==> config.mk <==
export PLATFORM = sky130hd
export DESIGN_NAME = queue_reader
export DESIGN_NICKNAME = d
export VERILOG_FILES = /design/src/rtl/queue_reader.sv
export SDC_FILE = /design/constraint.sdc
export NUM_CORES = 1
export LEC_CHECK = 0
export CELL_PAD_IN_SITES_DETAIL_PLACEMENT = 0
export CELL_PAD_IN_SITES_GLOBAL_PLACEMENT = 1
export CORE_MARGIN = 2
export CORE_UTILIZATION = 40
export DETAILED_ROUTE_END_ITERATION = 7
export PLACE_DENSITY_LB_ADDON = 0.1
export SLEW_MARGIN = 30
export SYNTH_ARGS = -nofsm -noshare
export SYNTH_HDL_FRONTEND = slang
export SYNTH_SLANG_ARGS = --single-unit
==> constraint.sdc <==
create_clock -name clk -period 4.5 [get_ports clk]
set_input_delay 0.9 -clock clk [delete_from_list [all_inputs] [get_ports clk]]
set_output_delay 0.9 -clock clk [all_outputs]
set_load 0.05 [all_outputs]
==> src/rtl/queue_reader.sv <==
// queue_reader: pops request words from the cache request queue and
// presents them in order to the dispatch logic via a 2-entry skid buffer.
`timescale 1ns/1ps
module queue_reader #(
  parameter int DATA_W = 8,
  parameter int CNT_W  = 16
) (
  input  logic              clk,
  input  logic              rst,
  input  logic              enable,
  input  logic              empty,
  input  logic [DATA_W-1:0] out_data,
  output logic              read_en,
  output logic              req_valid,
  output logic [DATA_W-1:0] req_data,
  input  logic              req_ready,
  output logic              idle,
  output logic [CNT_W-1:0]  dispatched
);

  logic              inflight;
  logic              head;
  logic              tail;
  logic [1:0]        occ;
  logic [DATA_W-1:0] buf_q [2];
  logic              accept;
  logic [2:0]        credit;

  assign req_valid = (occ != 2'd0);
  assign req_data  = buf_q[head];
  assign accept    = req_valid & req_ready;
  assign idle      = (occ == 2'd0) & ~inflight;

  // slots committed after this edge: buffered + landing - leaving
  assign credit = {1'b0, occ}
                + {2'b00, inflight}
                - {2'b00, accept};

  // a new pop must still fit once the in-flight word lands
  assign read_en = rst & enable & ~empty
                 & (credit < 3'd2);

  // control state: in-flight flag, pointers, occupancy, counter
  always_ff @(posedge clk or negedge rst) begin
    if (!rst) begin
      inflight   <= 1'b0;
      head       <= 1'b0;
      tail       <= 1'b0;
      occ        <= 2'd0;
      dispatched <= '0;
    end else begin
      inflight <= read_en;
      if (inflight)
        tail <= ~tail;
      if (accept) begin
        head       <= ~head;
        dispatched <= dispatched
                    + {{(CNT_W-1){1'b0}}, 1'b1};
      end
      occ <= occ
           + {1'b0, inflight}
           - {1'b0, accept};
    end
  end

  // word popped last cycle lands in the tail slot
  always_ff @(posedge clk) begin
    if (inflight)
      buf_q[tail] <= out_data;
  end

endmodule

# Yosys cells after proc, flatten, opt, wreduce, memory -nomap -nowiden
# Memory sizes are Yosys's and may differ from the RTL's.
# Cells that the tools add are included.
[word_totals]
reg_bits = 21
latch_bits = 0
mem_bits_rw = 16
romBits = 0
output_inout_bits = 27
wordCells = 25
n_memories = 1
[memory_table]
columns = ["name", "words", "width", "rd", "rd_ports_with_merged_regs", "write_ports", "line", "rtl"]
rows = [
  ["buf_q", 2, 8, 1, 0, 1, "25", "logic [DATA_W-1:0] buf_q [2];"],
]
[op_classes]
n_addsub = 5
mul = 0
div = 0
n_lt_le_gt_ge = 1
eq_ne = 0
n_shift = 0
mux = 2
n_bitwise = 9
reduce_logical = 2
[op_table]
columns = ["op", "count"]
rows = [
  ["$add 16x1->16 const B", 1],
  ["$and 1x1->1", 5],
  ["$not 1->1", 4],
  ["$add 2x1->3", 1],
  ["$lt 3x2->1 const B", 1],
  ["$sub 3x1->3", 1],
  ["$add 2x1->2", 1],
  ["$logic_not 2->1", 1],
  ["$mux 1", 2],
  ["$reduce_bool 2->1", 1],
  ["$sub 2x1->2", 1],
]

# Logic depth before layout (Yosys ltp)
# Gate-level depths: netlist of the first run.
[depth]
depth_word = 5
mapped_depth = 8

# Least setup slack after synthesis of the first run
# Ideal clock, no wire load.
[synth_path]
path_kind = "in2out"
from = "input req_ready"
to = "output read_en"
arrival_time_ns = 3.657
required_time_ns = 3.600
path_slack_ns = -0.057
stages = 7
path_buffers = 0
path_cell_list = "o21ai_2 -> inv_1 -> ha_1 -> inv_1 -> ha_1 -> fa_1 -> nor4_1"
[synth_via]
elab_chain_cells = 4
[synth_rtl]
columns = ["element", "line", "rtl"]
rows = [
  ["start: declaration", "16", "input logic req_ready,"],
  ["$and 1x1->1", "31", "assign accept = req_valid & req_ready;"],
  ["via accept", "26", "logic accept;"],
  ["$sub 3x1->3", "37", "- {2'b00, accept};"],
  ["via credit[1]", "27", "logic [2:0] credit;"],
  ["$lt 3x2->1", "41", "& (credit < 3'd2);"],
  ["$and 1x1->1", "41", ""],
  ["end: declaration", "13", "output logic read_en,"],
]
# The timed path passes the listed nets, and every way through them passes these cells.

# Worst setup path after layout of the first run
# Same ends and word-level chain as after synthesis.

==> results of run 1 <==
cells by family (layout without fill, tap and decap cells):
logic type,Yosys count,after routing,synth area share [%]
and+or+nand+nor,35,35,12.55
buffers and inverters,6,53,1.467
DFF,37,37,65.53
adders and majority gates,4,4,3.749
muxes,8,8,5.868
AOI/OAI and AO/OA,1,1,0.5706
xor gates and xnor gates,18,18,10.27
layout make-up:
type,instances,area (um2)
clock inverters,3,12.51
well taps,48,60.06
flip-flops and latches,37,1006
inverters,5,18.77
clock buffers,5,68.82
multi-input cells,66,513.0
fillers,313,1602
repair buffers,40,407.9
metal layers:
layer  routed length [um]  part of all wire [%]  vias to the layer above
met3                  147                   5.5                        7
met4                   72                   2.7                        0
met1                 1194                    45                      460
li1                     -                     -                      466
met5                    0                     0                        -
met2                 1263                    47                       30
power groups by stage:
stage          registers (mW)  logic (mW)  clock network (mW)
4_1_cts                 0.478       0.494               0.221
6_report                0.477       0.488               0.214
3_5_place_dp            0.481       0.492                   0
5_1_grt                 0.487       0.518               0.235
3_3_place_gp            0.481       0.490                   0
2_1_floorplan           0.542       0.271                   0
worst max-delay path by stage:
stage / from / endpoint / slack, ps / depth (start not counted)
after CTS: req_ready / read_en / 370 / 9
after floorplan: req_ready / read_en / 530 / 7
after global routing: req_ready / read_en / 220 / 9
after detailed placement: req_ready / read_en / 390 / 9
after global placement: req_ready / read_en / 420 / 9
final: req_ready / read_en / 390 / 9
registers in the layout, indices dropped and copies added (netlist names):
name,cells
head,1
dispatched,16
buf_q,16
tail,1
occ,2
inflight,1
cell usage after synthesis:
library cell,count
edfxtp_1,16
nor4_1,1
xor2_1,8
or3b_4,1
nand4_1,2
fa_1,1
o21ai_2,1
and3_2,1
nand2_1,9
mux2_2,8
ha_1,3
nor2_1,4
and4_1,2
xnor2_1,10
nor3_1,1
dfrtp_1,21
nand3_1,6
nor2_2,3
inv_1,5
or2_2,2
clkbuf_1,1
and2_1,1
and4_2,1
nor2b_1,1
==> impl_metrics.tcl, run 1 <==
set metrics [dict create \
    grt_pass1_wl_um 4422 \
    relSlewSlack_pct 52.47 \
    pwr-share-comb_pct 41.4 \
    holdPathStages 1 \
    total_power_mw 1.179 \
    reg2reg_depth 7 \
    clk_pin_slew_ps 70 \
    drtIter0Drc 41 \
    cp.buffers_inverters 4 \
    ys_top_cells_by_area "dfrtp_1 34%, edfxtp_1 31%, mux2_2 5.9%" \
    mostFrequentLayoutCells "38 x clkdlybuf4s50_1, 21 x dfrtp_1, 16 x edfxtp_1, 10 x xnor2_1, 9 x nand2_1" \
    finalHoldViolCount 0 \
    core_um2 3689 \
    gp_congestion 0.7572 \
    final_common_cell "clkdlybuf4s50_1" \
    post_cts_resize_count 0 \
    postLayoutCellArea_um2 2087 \
    clk_latency_ps 290 \
    critPathTopFamily "adder cells" \
    start_kind "primary input" \
    status "completed" \
    synth_nets 126 \
    top_usage_layer "met2" \
    p_sw_mw 0.4769 \
    synth_top_cell_area_share_pct 34.23 \
    synthCells 109 \
    fmax_mhz 243.4 \
    placed_cells 196 \
    p_int_mw 0.7024 \
    place_ws_ps 390.3 \
    holdWs_ps 483.7 \
    ios 40 \
    portBuffers 39 \
    drive_above_1_share_pct 16.67 \
    ys_warn_count 0 \
    rows 22 \
    grt_max_degree 22 \
    final_antenna_net_count 0 \
    cp-end-kind "primary output" \
    clk_path_buf_depth 2 \
    cts-root-buf "clkbuf_8" \
    required_ps 3600 \
    crit_fanout 8 \
    grt.met2_usage_pct 22.60 \
    nNetsFinal 172 \
    worstReg2RegEnd "inflight" \
    rsz0062_at_grt "no" \
    crit_arrival_ps 3210 \
    drc_errors 0 \
    ys_types 24 \
    die_x_um 65.95 \
    use_met1_pct 17.06 \
    cts_tree "built" \
    crit_slowest_cell "fa_1" \
    finalMaxSlewViolations 0 \
    yosysSeqAreaShare_pct 65.53 \
    fin_cells 204 \
    holdPathEnd "dispatched[15]" \
    gr-total-overflow 0 \
    die_area_um2 4349 \
    syn_area_per_cell_um2 14.08 \
    power_frac_seq_pct 40.4 \
    diodes 0 \
    cts_sinks 37 \
    synth_seq_cells 37 \
    skew_ps 3.076 \
    min_period_ps 4108 \
    worstHoldStart "dispatched[15]" \
    setup_viol 0 \
    vias 963 \
    grt.met3_usage_pct 4.259 \
    fin_setup_tns_ps 0 \
    drv_cap 0 \
    r2r_slack_ps 2050 \
    first_pass_iters 4 \
    post_cts_buffers 0 \
    place_area_um2 2006 \
    crit_path_max_incr_delay_ps 470 \
    numCtsBuffers 5 \
    p_clk_share_pct 18.2 \
    ctsHoldBuffers 0 \
    synth_area_um2 1535 \
    antenna_found_initial 0 \
    drt-total-wl_um 2677 \
    worstMarginPinSlew_ps 711.5 \
    finalWorstSetupSlack_ps 391.6 \
    vias_per_cell 4.721 \
    crit_type "in2out" \
    hpwl_um 1906 \
    htreeDepth 2 \
    p_leak_nw 0.8494 \
    critical_path.cell_chain "clkdlybuf4s50_1 > o21ai_2 > inv_1 > ha_1 > inv_1 > ha_1 > fa_1 > nor4_2 > buf_12" \
    track_usage_pct 14.23 \
    min_path_type "reg2reg" \
    die_h_um 65.95 \
    reg2reg_from "occ[1]" \
    timing.final.crit_share_pct 91.30 \
    vdd_ir_drop_max_mv 0.3058 \
    yosys.area.top_type "dfrtp_1" \
    utilization_pct 56.58 \
    switching_share_pct 40.44 \
    p_per_area_nw_per_um2 565.1 \
    start_util_pct 41.62 \
    drt-wirelength-per-cell_um 13.12 \
    area_delta_synth_final_pct 35.94 \
    grt_pass1_vias 972 \
]
No activity file was read; power rests on OpenSTA's default activity.
==> run 2: changes to the inputs <==
--- a/config.mk
+++ b/config.mk
@@ -7,2 +7,3 @@
 export LEC_CHECK = 0
+export CAP_MARGIN = 40
 export CELL_PAD_IN_SITES_DETAIL_PLACEMENT = 0
==> constraint.sdc (replaced) <==
create_clock -name clk -period 4.5 [get_ports clk]
set_input_delay 0.675 -clock clk [delete_from_list [all_inputs] [get_ports clk]]
set_output_delay 0.675 -clock clk [all_outputs]
set_load 0.05 [all_outputs]
==> impl_metrics.tcl, run 2 (synthesis gave the netlist of run 1 again) <==
set metrics [dict create \
    p_int_mw 0.7190 \
    grt_pass1_wl_um 4512 \
    cts_sinks 37 \
    drtIter0Drc 53 \
    area_delta_synth_final_pct 35.29 \
    cts_tree "built" \
    core_um2 3689 \
    crit_arrival_ps 2980 \
    vias 939 \
    met1_length_um 1245 \
    hpwl_um 1869 \
    required_ps 3830 \
    first_pass_iters 3 \
    finalHoldViolCount 0 \
    start_kind "primary input" \
    clk_path_buf_depth 2 \
    clk_pin_slew_ps 70 \
    track_usage_pct 14.08 \
    grt_pass1_vias 951 \
    numCtsBuffers 5 \
    die_area_um2 4349 \
    pwr-share-comb_pct 40.4 \
    critPathTopFamily "adder cells" \
    clk_latency_ps 280 \
    crit_slowest_cell "fa_1" \
    min_period_ps 3660 \
    crit_type "in2out" \
    htreeDepth 2 \
    die_x_um 65.95 \
    p_sw_mw 0.4724 \
    rows 22 \
    drc_errors 0 \
    mostFrequentLayoutCells "38 x clkdlybuf4s50_1, 21 x dfrtp_1, 16 x edfxtp_1, 10 x xnor2_1, 9 x nand2_1" \
    status "completed" \
    cts-root-buf "clkbuf_8" \
    postLayoutCellArea_um2 2077 \
    reg2reg_depth 7 \
    diodes 0 \
    fmax_mhz 273.2 \
    dr_wl_met2_um 1225 \
    final_antenna_net_count 0 \
    p_leak_nw 0.8488 \
    place_area_um2 1987 \
    top_layer "met4" \
    reg_top3 "buf_q x16, dispatched x16, occ x2" \
    drive_above_1_share_pct 16.03 \
    die_h_um 65.95 \
    vdd_ir_drop_max_mv 0.3863 \
    nNetsFinal 172 \
    grt_max_degree 23 \
    portBuffers 39 \
    crit_fanout 8 \
    gr-total-overflow 0 \
    power_frac_seq_pct 39.9 \
    final_common_cell "clkdlybuf4s50_1" \
    post_cts_resize_count 0 \
    setup_viol 0 \
    start_util_pct 41.62 \
    post_cts_buffers 0 \
    cp.buffers_inverters 4 \
    vias_per_cell 4.603 \
    cp-end-kind "primary output" \
    ctsHoldBuffers 0 \
    timing.final.crit_share_pct 81.33 \
    dr_wl_met3_um 172 \
    skew_ps 9.464 \
    relSlewSlack_pct 49.37 \
    gp_congestion 0.7259 \
    p_clk_share_pct 19.7 \
    fin_setup_tns_ps 0 \
    min_path_type "reg2reg" \
    drv_cap 0 \
    crit_path_max_incr_delay_ps 470 \
    antenna_found_initial 0 \
    holdPathStages 1 \
    p_per_area_nw_per_um2 573.6 \
    switching_share_pct 39.65 \
    drt-wirelength-per-cell_um 13.12 \
    rsz0062_at_grt "no" \
    critical_path.cell_chain "clkdlybuf4s50_1 > o21ai_2 > inv_1 > ha_1 > inv_1 > ha_1 > fa_1 > nor4_1 > buf_4" \
    worstMarginPinSlew_ps 757.9 \
    drt-total-wl_um 2676 \
    finalMaxSlewViolations 0 \
    ios 40 \
    path_depth 9 \
]
## run 2: changes by cell type in the layout (fill, tap and decap cells not counted)
cell,delta
buf_12,-1
clkinv_2,-1
clkinv_1,-2
buf_4,+1
nor4_1,+1
clkbuf_1,+2
clkbuf_8,+1
nor4_2,-1
## run 2: final cells by class
cell class / instances / area (um2)
Clock buffer: 8 / 90.09
Tap cell: 48 / 60.06
Multi-Input combinational cell: 66 / 506.7
Inverter: 5 / 18.77
Fill cell: 331 / 1612
Timing Repair Buffer: 40 / 395.4
Sequential cell: 37 / 1006
## run 2: routing by layer
layer / up-vias / global-route usage [%]
met1: 441 / 17.35
met4: 0 / 4.592
met5: - / 0
met2: 26 / 22.22
li1: 467 / -
met3: 5 / 6.133
## run 2: path summary, 6_finish.rpt
kind / start / end / slack [ps]
min in group asynchronous: rst / dispatched[9] / 740
max in group asynchronous: rst / inflight / 3520
setup / recovery: req_ready / read_en / 840
setup reg to reg: occ[1] / inflight / 2130
hold reg to reg: dispatched[15] / dispatched[15] / 470
hold / removal: dispatched[15] / dispatched[15] / 470
## run 2: through the flow
step	setup WS [ps]	hold WS (ps)	util [%]	power (mW)	cells
3_3_place_gp	899.1	458.4	53.87	0.9594	196
3_5_place_dp	822.8	456.1	53.87	0.9701	196
6_report	840.3	467.3	56.31	1.191	204
2_1_floorplan	393.3	379.4	-	0.8079	109
5_1_grt	668.9	501.2	56.31	1.262	204
4_1_cts	808.6	469.7	56.31	1.206	204
## run 2: power groups by stage
stage | Sequential [mW] | Clock (mW) | Combinational (mW)
floorplan | 0.542 | 0 | 0.266
global placement | 0.479 | 0 | 0.480
detailed placement | 0.484 | 0 | 0.486
CTS | 0.478 | 0.241 | 0.488
global route | 0.485 | 0.259 | 0.518
finish | 0.476 | 0.235 | 0.481
